<file path="config.mk">
export PLATFORM = sky130hd
export DESIGN_NAME = uart_cmd_sequencer
export DESIGN_NICKNAME = d
export VERILOG_FILES = /design/src/rtl/uart_apb_pkg.sv /design/src/rtl/uart_rsp_shifter.sv /design/src/rtl/uart_cmd_sequencer.sv
export SDC_FILE = /design/constraint.sdc
export NUM_CORES = 1
export LEC_CHECK = 0
export BUFFER_PORTS_ARGS = -buffer_cell sky130_fd_sc_hd__buf_2
export CORE_AREA = 10 10 153 155
export CTS_CLUSTER_SIZE = 14
export DETAILED_ROUTE_END_ITERATION = 8
export DIE_AREA = 0 0 163 165
export GPL_ROUTABILITY_DRIVEN = 0
export PLACE_DENSITY = 0.58
export SYNTH_ARGS = -nofsm -noshare
export SYNTH_HDL_FRONTEND = slang
export SYNTH_SLANG_ARGS = --single-unit
export TNS_END_PERCENT = 100
</file>
<file path="constraint.sdc">
create_clock -name clk -period 6.1 [get_ports clk]
set_input_delay 0.915 -clock clk [delete_from_list [all_inputs] [get_ports clk]]
set_output_delay 0.915 -clock clk [all_outputs]
set_load 0.1 [all_outputs]
</file>
<file path="src/rtl/uart_apb_pkg.sv">
// uart_apb_pkg: framing bytes, one-hot FSM states and helpers for the UART-to-APB command sequencer.
// UART_CMD_CHECKSUM_EN adds the S_CSUM state for the trailing checksum byte.
package uart_apb_pkg;

    localparam logic [7:0] SYNC_BYTE = 8'hA5;
    localparam logic [7:0] CMD_WR    = 8'h57;
    localparam logic [7:0] CMD_RD    = 8'h52;
    localparam logic [7:0] RSP_ACK   = 8'h06;
    localparam logic [7:0] RSP_NAK   = 8'h15;

    typedef enum logic [7:0] {
        S_SYNC   = 8'b0000_0001,
        S_CMD    = 8'b0000_0010,
        S_ADDR   = 8'b0000_0100,
        S_DATA   = 8'b0000_1000,
        S_SETUP  = 8'b0001_0000,
        S_ACCESS = 8'b0010_0000,
`ifdef UART_CMD_CHECKSUM_EN
        S_CSUM   = 8'b1000_0000,
`endif
        S_RESP   = 8'b0100_0000
    } state_t;

    // Mid-frame states: RX is accepted and the inter-byte timeout runs.
    function automatic logic is_mid(state_t s);
`ifdef UART_CMD_CHECKSUM_EN
        return s inside {S_CMD, S_ADDR, S_DATA, S_CSUM};
`else
        return s inside {S_CMD, S_ADDR, S_DATA};
`endif
    endfunction

endpackage

</file>
<file path="src/rtl/uart_rsp_shifter.sv">
// uart_rsp_shifter: sends a status byte plus an optional 32-bit word (MSB first) over a
// valid/ready byte stream; done pulses in the cycle the last byte is accepted.
module uart_rsp_shifter (
    input  logic        clk,
    input  logic        rstn,
    input  logic        load,
    input  logic [7:0]  status,
    input  logic [31:0] word,
    input  logic [2:0]  len,
    output logic        o_tvalid,
    input  logic        o_tready,
    output logic [7:0]  o_tdata,
    output logic        done
);

    logic [31:0] word_q, word_d;
    logic [2:0]  left_q, left_d;
    logic        vld_q, vld_d;
    logic [7:0]  dat_q, dat_d;
    logic        acc;

    assign acc      = vld_q & o_tready;
    assign done     = acc && left_q == 3'd0;
    assign o_tvalid = vld_q;
    assign o_tdata  = dat_q;

    always_comb begin
        word_d = load ? word : acc ? {word_q[23:0], 8'h00} : word_q;
        left_d = load ? 3'(len - 3'd1) : (acc && !done) ? 3'(left_q - 3'd1) : left_q;
        vld_d  = load ? 1'b1 : done ? 1'b0 : vld_q;
        dat_d  = load ? status : (acc && !done) ? word_q[31:24] : dat_q;
    end

    always_ff @(posedge clk or negedge rstn) begin
        if (!rstn) begin
            word_q <= '0;
            left_q <= '0;
            vld_q  <= 1'b0;
            dat_q  <= '0;
        end else begin
            word_q <= word_d;
            left_q <= left_d;
            vld_q  <= vld_d;
            dat_q  <= dat_d;
        end
    end

endmodule

</file>
<file path="src/rtl/uart_cmd_sequencer.sv">
// uart_cmd_sequencer: parses A5-framed read/write commands from a UART RX byte stream, runs one
// APB transfer and returns ACK/NAK (+ read data). UART_CMD_CHECKSUM_EN adds a trailing XOR checksum byte.
module uart_cmd_sequencer
    import uart_apb_pkg::*;
#(
    parameter int unsigned TIMEOUT = 500000,
    parameter int unsigned AW      = 32
) (
    input  logic          clk,
    input  logic          rstn,
    input  logic          i_tvalid,
    output logic          i_tready,
    input  logic [7:0]    i_tdata,
    output logic          o_tvalid,
    input  logic          o_tready,
    output logic [7:0]    o_tdata,
    output logic          psel,
    output logic          penable,
    output logic          pwrite,
    output logic [AW-1:0] paddr,
    output logic [31:0]   pwdata,
    input  logic [31:0]   prdata,
    input  logic          pready,
    input  logic          pslverr
);

`ifdef UART_CMD_CHECKSUM_EN
    localparam state_t S_LAST = S_CSUM;
    logic [7:0] csum_q, csum_d;
`else
    localparam state_t S_LAST = S_SETUP;
`endif

    state_t        state_q, state_d;
    logic [1:0]    cnt_q, cnt_d;
    logic [31:0]   tmo_q, tmo_d;
    logic [AW-1:0] paddr_q, paddr_d;
    logic [31:0]   pwdata_q, pwdata_d;
    logic          pwrite_q, pwrite_d;
    logic          psel_q, psel_d;
    logic          penable_q, penable_d;
    logic          i_tready_q, i_tready_d;
    logic          acc, load, done;
    logic [7:0]    ld_status;
    logic [2:0]    ld_len;

    assign acc      = i_tvalid & i_tready_q;
    assign i_tready = i_tready_q;
    assign psel     = psel_q;
    assign penable  = penable_q;
    assign pwrite   = pwrite_q;
    assign paddr    = paddr_q;
    assign pwdata   = pwdata_q;

    always_comb begin
        state_d   = state_q;
        cnt_d     = cnt_q;
        paddr_d   = paddr_q;
        pwdata_d  = pwdata_q;
        pwrite_d  = pwrite_q;
        load      = 1'b0;
        ld_status = RSP_ACK;
        ld_len    = 3'd1;
        unique case (state_q)
            S_SYNC: state_d = (acc && i_tdata == SYNC_BYTE) ? S_CMD : S_SYNC;
            S_CMD: if (acc) begin
                state_d  = (i_tdata == CMD_WR || i_tdata == CMD_RD) ? S_ADDR : S_SYNC;
                pwrite_d = (state_d == S_ADDR) ? i_tdata == CMD_WR : pwrite_q;
            end
            S_ADDR: if (acc) begin
                paddr_d = {paddr_q[AW-9:0], i_tdata};
                cnt_d   = cnt_q + 2'd1;
                state_d = cnt_q != 2'd3 ? S_ADDR : pwrite_q ? S_DATA : S_LAST;
            end
            S_DATA: if (acc) begin
                pwdata_d = {pwdata_q[23:0], i_tdata};
                cnt_d    = cnt_q + 2'd1;
                state_d  = cnt_q == 2'd3 ? S_LAST : S_DATA;
            end
`ifdef UART_CMD_CHECKSUM_EN
            S_CSUM: if (acc) begin
                state_d   = i_tdata == csum_q ? S_SETUP : S_RESP;
                load      = i_tdata != csum_q;
                ld_status = RSP_NAK;
            end
`endif
            S_SETUP: state_d = S_ACCESS;
            S_ACCESS: if (pready) begin
                state_d   = S_RESP;
                load      = 1'b1;
                ld_status = pslverr ? RSP_NAK : RSP_ACK;
                ld_len    = pwrite_q ? 3'd1 : 3'd5;
            end
            S_RESP: state_d = done ? S_SYNC : S_RESP;
            default: state_d = S_SYNC;
        endcase
        // An accepted byte always clears the count, so a byte landing on the expiry cycle wins.
        tmo_d = (is_mid(state_q) && !acc) ? tmo_q + 32'd1 : 32'd0;
        if (TIMEOUT != 0 && is_mid(state_q) && !acc && tmo_q == TIMEOUT - 1)
            state_d = S_SYNC;
        if (state_d != state_q) begin
            cnt_d = 2'd0;
            tmo_d = 32'd0;
        end
`ifdef UART_CMD_CHECKSUM_EN
        csum_d = state_q == S_SYNC ? 8'h00 : acc ? csum_q ^ i_tdata : csum_q;
`endif
        i_tready_d = state_d == S_SYNC || is_mid(state_d);
        psel_d     = state_d == S_SETUP || state_d == S_ACCESS;
        penable_d  = state_d == S_ACCESS;
    end

    always_ff @(posedge clk or negedge rstn) begin
        if (!rstn) begin
            state_q    <= S_SYNC;
            cnt_q      <= '0;
            tmo_q      <= '0;
            paddr_q    <= '0;
            pwdata_q   <= '0;
            pwrite_q   <= 1'b0;
            psel_q     <= 1'b0;
            penable_q  <= 1'b0;
            i_tready_q <= 1'b0;
`ifdef UART_CMD_CHECKSUM_EN
            csum_q     <= '0;
`endif
        end else begin
            state_q    <= state_d;
            cnt_q      <= cnt_d;
            tmo_q      <= tmo_d;
            paddr_q    <= paddr_d;
            pwdata_q   <= pwdata_d;
            pwrite_q   <= pwrite_d;
            psel_q     <= psel_d;
            penable_q  <= penable_d;
            i_tready_q <= i_tready_d;
`ifdef UART_CMD_CHECKSUM_EN
            csum_q     <= csum_d;
`endif
        end
    end

    uart_rsp_shifter u_rsp (
        .clk      (clk),
        .rstn     (rstn),
        .load     (load),
        .status   (ld_status),
        .word     (prdata),
        .len      (ld_len),
        .o_tvalid (o_tvalid),
        .o_tready (o_tready),
        .o_tdata  (o_tdata),
        .done     (done)
    );

endmodule

</file>
[Word level (Yosys, flattened, before mapping)]
Cells that the tools add are included.
Operators by class
  $add $sub $neg: 4
  equal/unequal tests: 21
  mux-type cells: 33
  bitwise operators: 2
  reduce and logical (&&, ||, !) cells: 23
Operators with widths (number)
  32-bit 2-to-1 mux: 4
  8-bit 2-to-1 mux: 7
  8-bit case mux with 7 select lines: 1
  32-bit by 1-bit adder with 32-bit output (second input constant): 1
  32-bit by 19-bit equality test with 1-bit output (second input constant): 1
  5-bit 2-to-1 mux: 6
  8-bit by 7-bit equality test with 1-bit output (second input constant): 3
  3-bit 2-to-1 mux: 6
  8-bit by 1-bit equality test with 1-bit output (second input constant): 2
  8-bit by 2-bit equality test with 1-bit output (second input constant): 2
  8-bit by 3-bit equality test with 1-bit output (second input constant): 2
  8-bit by 4-bit equality test with 1-bit output (second input constant): 2
  8-bit by 5-bit equality test with 1-bit output (second input constant): 2
  8-bit by 6-bit equality test with 1-bit output (second input constant): 2
  2-bit nonzero test: 5
  8-bit equality test (second input constant): 1
  2-bit 2-to-1 mux: 4
  8-bit inequality test: 1
  7-bit 2-to-1 mux: 1
  2-bit AND reduction: 3
  3-bit nonzero test: 2
  3-bit by 1-bit subtractor with 3-bit output (second input constant): 2
  1-bit logical AND: 5
  1-bit 2-to-1 mux: 4
  other kinds (10): 14
Storage, ports and cells
  bits in registers: 154
  output and inout port bits: 77
  word-level logic and storage cells: 96

[Depth between registers and ports, before layout]
  depth in word-level cells: 9
  depth in mapped cells: 11

[Cells and area by module]
A second synthesis with hierarchy kept.
Unflattened totals
  cells, all modules: 585
  area, all modules: 6904.1 µm²
By module, submodules not included
  uart_cmd_sequencer: times used 1, cells each 399, area each 4867.2 µm²
  uart_rsp_shifter: times used 1, cells each 186, area each 2037.0 µm²

[Worst setup path before layout]
OpenSTA, ideal clock, no wires.
  path kind: reg-to-reg
  start: reg u_rsp.vld_q, in the netlist u_rsp.o_tvalid
  end: reg tmo_q[13]
  setup time: 138 ps
  arrival: 2361 ps
  slack: 3601 ps
  stages on the path, launching flop included: 9
  buffers on the path: 2
  period minus slack after synthesis: 2499 ps
  cell sequence: dfrtp_1 > and2_1 > clkbuf_1 > nand2_1 > nor2_1 > a21oi_1 > a21oi_1 > buf_2 > nor4_1
On the way
  cells in the longest elaborated chain, start to end: 7
Ends and longest elaborated chain
  from (decl): RTL line uart_rsp_shifter.sv:18  | logic vld_q, vld_d;
  from (signal assigned): RTL line uart_rsp_shifter.sv:43  | vld_q <= vld_d;
  1-bit bitwise AND: RTL line uart_rsp_shifter.sv:22  | assign acc = vld_q & o_tready;
  1-bit logical AND: RTL line uart_rsp_shifter.sv:23  | assign done = acc && left_q == 3'd0;
  7-bit 2-to-1 mux: RTL line uart_cmd_sequencer.sv:94  | S_RESP: state_d = done ? S_SYNC : S_RESP;
  8-bit case mux with 7 select lines: RTL line uart_cmd_sequencer.sv:64  | unique case (state_q)
  8-bit 2-to-1 mux: RTL line uart_cmd_sequencer.sv:99  | if (TIMEOUT != 0 && is_mid(state_q) && !acc && tmo_q == TIMEOUT - 1)
  8-bit inequality test: RTL line uart_cmd_sequencer.sv:101  | if (state_d != state_q) begin
  32-bit 2-to-1 mux: RTL line uart_cmd_sequencer.sv:101
  net tmo_d[13]: RTL line uart_cmd_sequencer.sv:36  | logic [31:0] tmo_q, tmo_d;
  to (signal assigned): RTL line uart_cmd_sequencer.sv:130  | tmo_q <= tmo_d;
  to (decl): RTL line uart_cmd_sequencer.sv:36
The timed path passes the listed nets, and every way through them passes these cells.
A chain may end at the register's enable or synchronous reset.

[Worst setup path in the final report]
  start: reg state_q[2]
  end: reg u_rsp.left_q[2]
On the way
  cells in the longest elaborated chain, start to end: 4
  elaborated cells on any way between the ends: 6
Ends and longest elaborated chain
  from (decl): RTL line uart_cmd_sequencer.sv:34  | state_t state_q, state_d;
  from (signal assigned): RTL line uart_cmd_sequencer.sv:128  | state_q <= state_d;
  8-bit by 6-bit equality test with 1-bit output *: RTL line uart_cmd_sequencer.sv:64
  3-bit 2-to-1 mux: RTL line uart_cmd_sequencer.sv:64
  3-bit by 1-bit subtractor with 3-bit output: RTL line uart_rsp_shifter.sv:29  | left_d = load ? 3'(len - 3'd1) : (acc && !done) ? 3'(left_q - 3'd1) : left_q;
  3-bit 2-to-1 mux: RTL line uart_rsp_shifter.sv:29
  to (signal assigned): RTL line uart_rsp_shifter.sv:42  | left_q <= left_d;
  to (decl): RTL line uart_rsp_shifter.sv:17  | logic [2:0] left_q, left_d;
Mark *: on every way between the ends. The rest lies on a longest branch, timed or not.

==> summary.txt <==
CTS max path bufs -> 2
Crit path depth -> 8
Worst setup SP type -> flop
Fin. Hold Viols -> 0
slowest stage delay, CP -> 0.92 ns
root buf cell -> clkbuf_16
clk_skew -> 0.00876 ns
RSZ-0062 raised after global routing -> no
clk slew on worst S/H paths -> 0.07 ns
row cnt -> 52
worst vdd ir -> 0.186 mV
Leak -> 4.15 nW
DR iter-0 viols -> 265
MaxCap Viol Count -> 0
die height -> 165 um
CTS Hold Bufs -> 0
Pwr per Cell Area -> 249 mW/mm^2
antenna violations before repair -> 0
count of cell types in the netlist -> 56
Seq/Total Area, Yosys -> 0.553
Switching Share -> 0.241
IO buf count -> 122
Arrival @ worst endpoint -> 3.36 ns
drt wl/cell -> 16.3 um
Synth warnings -> 0
top_reg_cell synth -> dfrtp_1
Vias/cell -> 4.88
Comb pwr share -> 0.028
Power, Total -> 2.08 mW
Tightest Hold Check Type -> flop to flop
Fillers -> 1982
post-route minimum period -> 3.09 ns
critical-path cell list -> or4_4 -> nor3_1 -> and3_2 -> nor2_1 -> ha_1 -> nand2_1 -> xor2_1 -> a21oi_1
Initial Util -> 0.346
Clock power frac -> 0.480
# diodes -> 0
total gr overflow -> 0
DRT antenna net count -> 0
Sink Count -> 154
IO Count -> 123
Worst-Skew Late Latency -> 0.43 ns
endpoints failing setup -> 0
largest net degree at the start of global routing -> 94
dpl cells -> 985
CTS tree -> done
CP max-delay cell -> and3_2
hold_ws -> 0.499 ns
share of layout cells above drive strength 1 -> 0.317
Core ar. -> 0.0202 mm^2
Internal -> 1.58 mW
Critical Path Sink Type -> flop
switching pwr -> 502 uW
share of power burned in registers -> 0.493
Mean Syn Cell Area -> 11.3 um^2
final worst slack -> 3.01 ns
run status -> completed
Post-Place Worst Slack -> 2.98 ns
Non-Filler Instances -> 1017
Nets -> 783
area delta synth->final -> 20.1%
Synth Instances -> 618
die footprint -> 0.0269 mm^2
Buf/Inv on CP -> 0
first-pass GRT wire length -> 26900 um
post-synthesis register bit count -> 154
HPWL after DPL -> 11600 um
EDFF count, synth -> 0
GRT Overall Usage -> 0.125
Setup TNS Final -> 0 ns
number of setup buffers added after CTS -> 0
Tcrit/Tclk final -> 0.507
Worst Tran Pin Value -> 1.06 ns
worst r2r path cells -> 8
cts repair resizes -> 0
Max Fanout on Critical Path -> 64
syn_nets -> 667
final WL -> 16500 um
asr flop ratio synth -> 1.00
Critical Path RT -> 6.37 ns
CP delay by family, top -> simple AND/OR/NAND/NOR gates
Die X -> 163 um
DRC -> 0
1st-pass router iterations -> 4
Syn Std Cell Area -> 0.00697 mm^2
# H-tree levels -> 4
Worst Hold Depth -> 2
Setup CP Type -> flop to flop
fmax -> 0.323 GHz
via count -> 4961
Max Slew Vio Count -> 0
total CTS buffers -> 17
vias in the first global route -> 4871
Rel. slew slack -> 0.295
==> tightest hold or removal path, delay by kind of cell, from the launching register on <==
family	cells	cell delay (ns)
flip-flops	1	0.34
AND/OR/NAND/NOR	2	0.12
==> Yosys cell counts (all sizes together) (3+ instances only) <==
master | number | share of area
a21oi | 11 | 0.0079
a22o | 3 | 0.0038
and2 | 4 | 0.0036
and2b | 3 | 0.0036
and3 | 8 | 0.0072
and4 | 3 | 0.0038
buf | 21 | 0.017
clkbuf | 10 | 0.0054
dfrtp | 153 | 0.55
ha | 3 | 0.0054
inv | 5 | 0.0027
mux2 | 64 | 0.10
mux2i | 26 | 0.037
nand2 | 78 | 0.042
nand2b | 5 | 0.0048
nand3 | 30 | 0.022
nand4 | 13 | 0.012
nor2 | 40 | 0.022
nor2b | 4 | 0.0036
nor3 | 8 | 0.0057
nor4 | 25 | 0.029
nor4b | 3 | 0.0038
nor4bb | 3 | 0.0043
o21a | 4 | 0.0043
o21ai | 30 | 0.022
or3 | 3 | 0.0027
or4 | 3 | 0.0043
xnor2 | 12 | 0.015
xor2 | 22 | 0.028
==> kinds of logic (layout without fill, tap and decap cells) <==
family,count (synthesis),after routing,share of synthesized area
muxes,90,90,0.141
buffers and inverters,36,165,0.0253
and+or+nand+nor,237,237,0.178
xor gates and xnor gates,34,34,0.0427
other,1,1,0.000538
AOI/OAI and AO/OA,63,63,0.0547
adders and majority gates,3,3,0.00539
DFF,154,154,0.553
==> sequential cells by signal (all words and copies together), names as in the netlist, 2 cells and up <==
register and cells:
tmo_q 32, pwdata 32, u_rsp.left_q 3, state_q 8, u_rsp.word_q 32, cnt_q 2, paddr 32, u_rsp.o_tdata 8
==> final timing paths <==
kind	startpoint	slack [ns]	end
min in group asynchronous	rstn	0.57	pwdata[26]
worst min-delay path	u_rsp.word_q[0]	0.50	u_rsp.word_q[0]
max in group asynchronous	rstn	4.14	u_rsp.o_tdata[6]
worst max-delay path	state_q[2]	3.01	u_rsp.left_q[2]
worst max register to register	state_q[2]	3.01	u_rsp.left_q[2]
worst min register to register	u_rsp.word_q[0]	0.50	u_rsp.word_q[0]
==> cell type report <==
cell class / count / area, um^2 / share of cell area
flip-flops and latches: 154 / 3850 / 0.461
multi-input cells: 428 / 2940 / 0.351
repair buffers: 128 / 662 / 0.0791
clock buffers: 18 / 429 / 0.0513
well taps: 270 / 338 / 0.0404
clock inverters: 14 / 125 / 0.0150
inverters: 5 / 18.8 / 0.00224
==> through the flow <==
step | instance area, um^2 | utilization
after global routing | 8370 | 0.415
after detailed placement | 7810 | 0.387
after global placement | 7810 | 0.387
after floorplan | 6970 | -
final | 8370 | 0.415
after CTS | 8370 | 0.415
==> layer usage <==
metal  global-route usage  routed length, um  share of wire
met5                    0                  0              0
met4               0.0324                191          0.012
met3               0.0426                892          0.054
met2                0.196               7950           0.48
met1                0.162               7490           0.45
==> cell usage in the layout, fill, tap and decap left out, drive strengths merged, types with 4 or more instances in the layout <==
| cell type | n |
|---|---|
| nand2b | 5 |
| and2 | 4 |
| xor2 | 22 |
| and3 | 8 |
| mux2 | 64 |
| dfrtp | 153 |
| inv | 15 |
| buf | 128 |
| nand4 | 13 |
| o21ai | 30 |
| nor2b | 4 |
| nand2 | 78 |
| nor2 | 40 |
| nor3 | 8 |
| nor4 | 25 |
| mux2i | 26 |
| a21oi | 11 |
| nand3 | 30 |
| o21a | 4 |
| xnor2 | 12 |
| clkbuf | 18 |
==> power groups by stage <==
stage	Clock [mW]	Sequential, mW	Combinational (mW)
final	0.998	1.03	0.0574
after global routing	1.07	1.02	0.0662
after CTS	1.03	1.03	0.0597
after detailed placement	0	1.04	0.0593
after global placement	0	1.04	0.0600
after floorplan	0	1.04	0.0181
(Power assumes the default switching activity.)
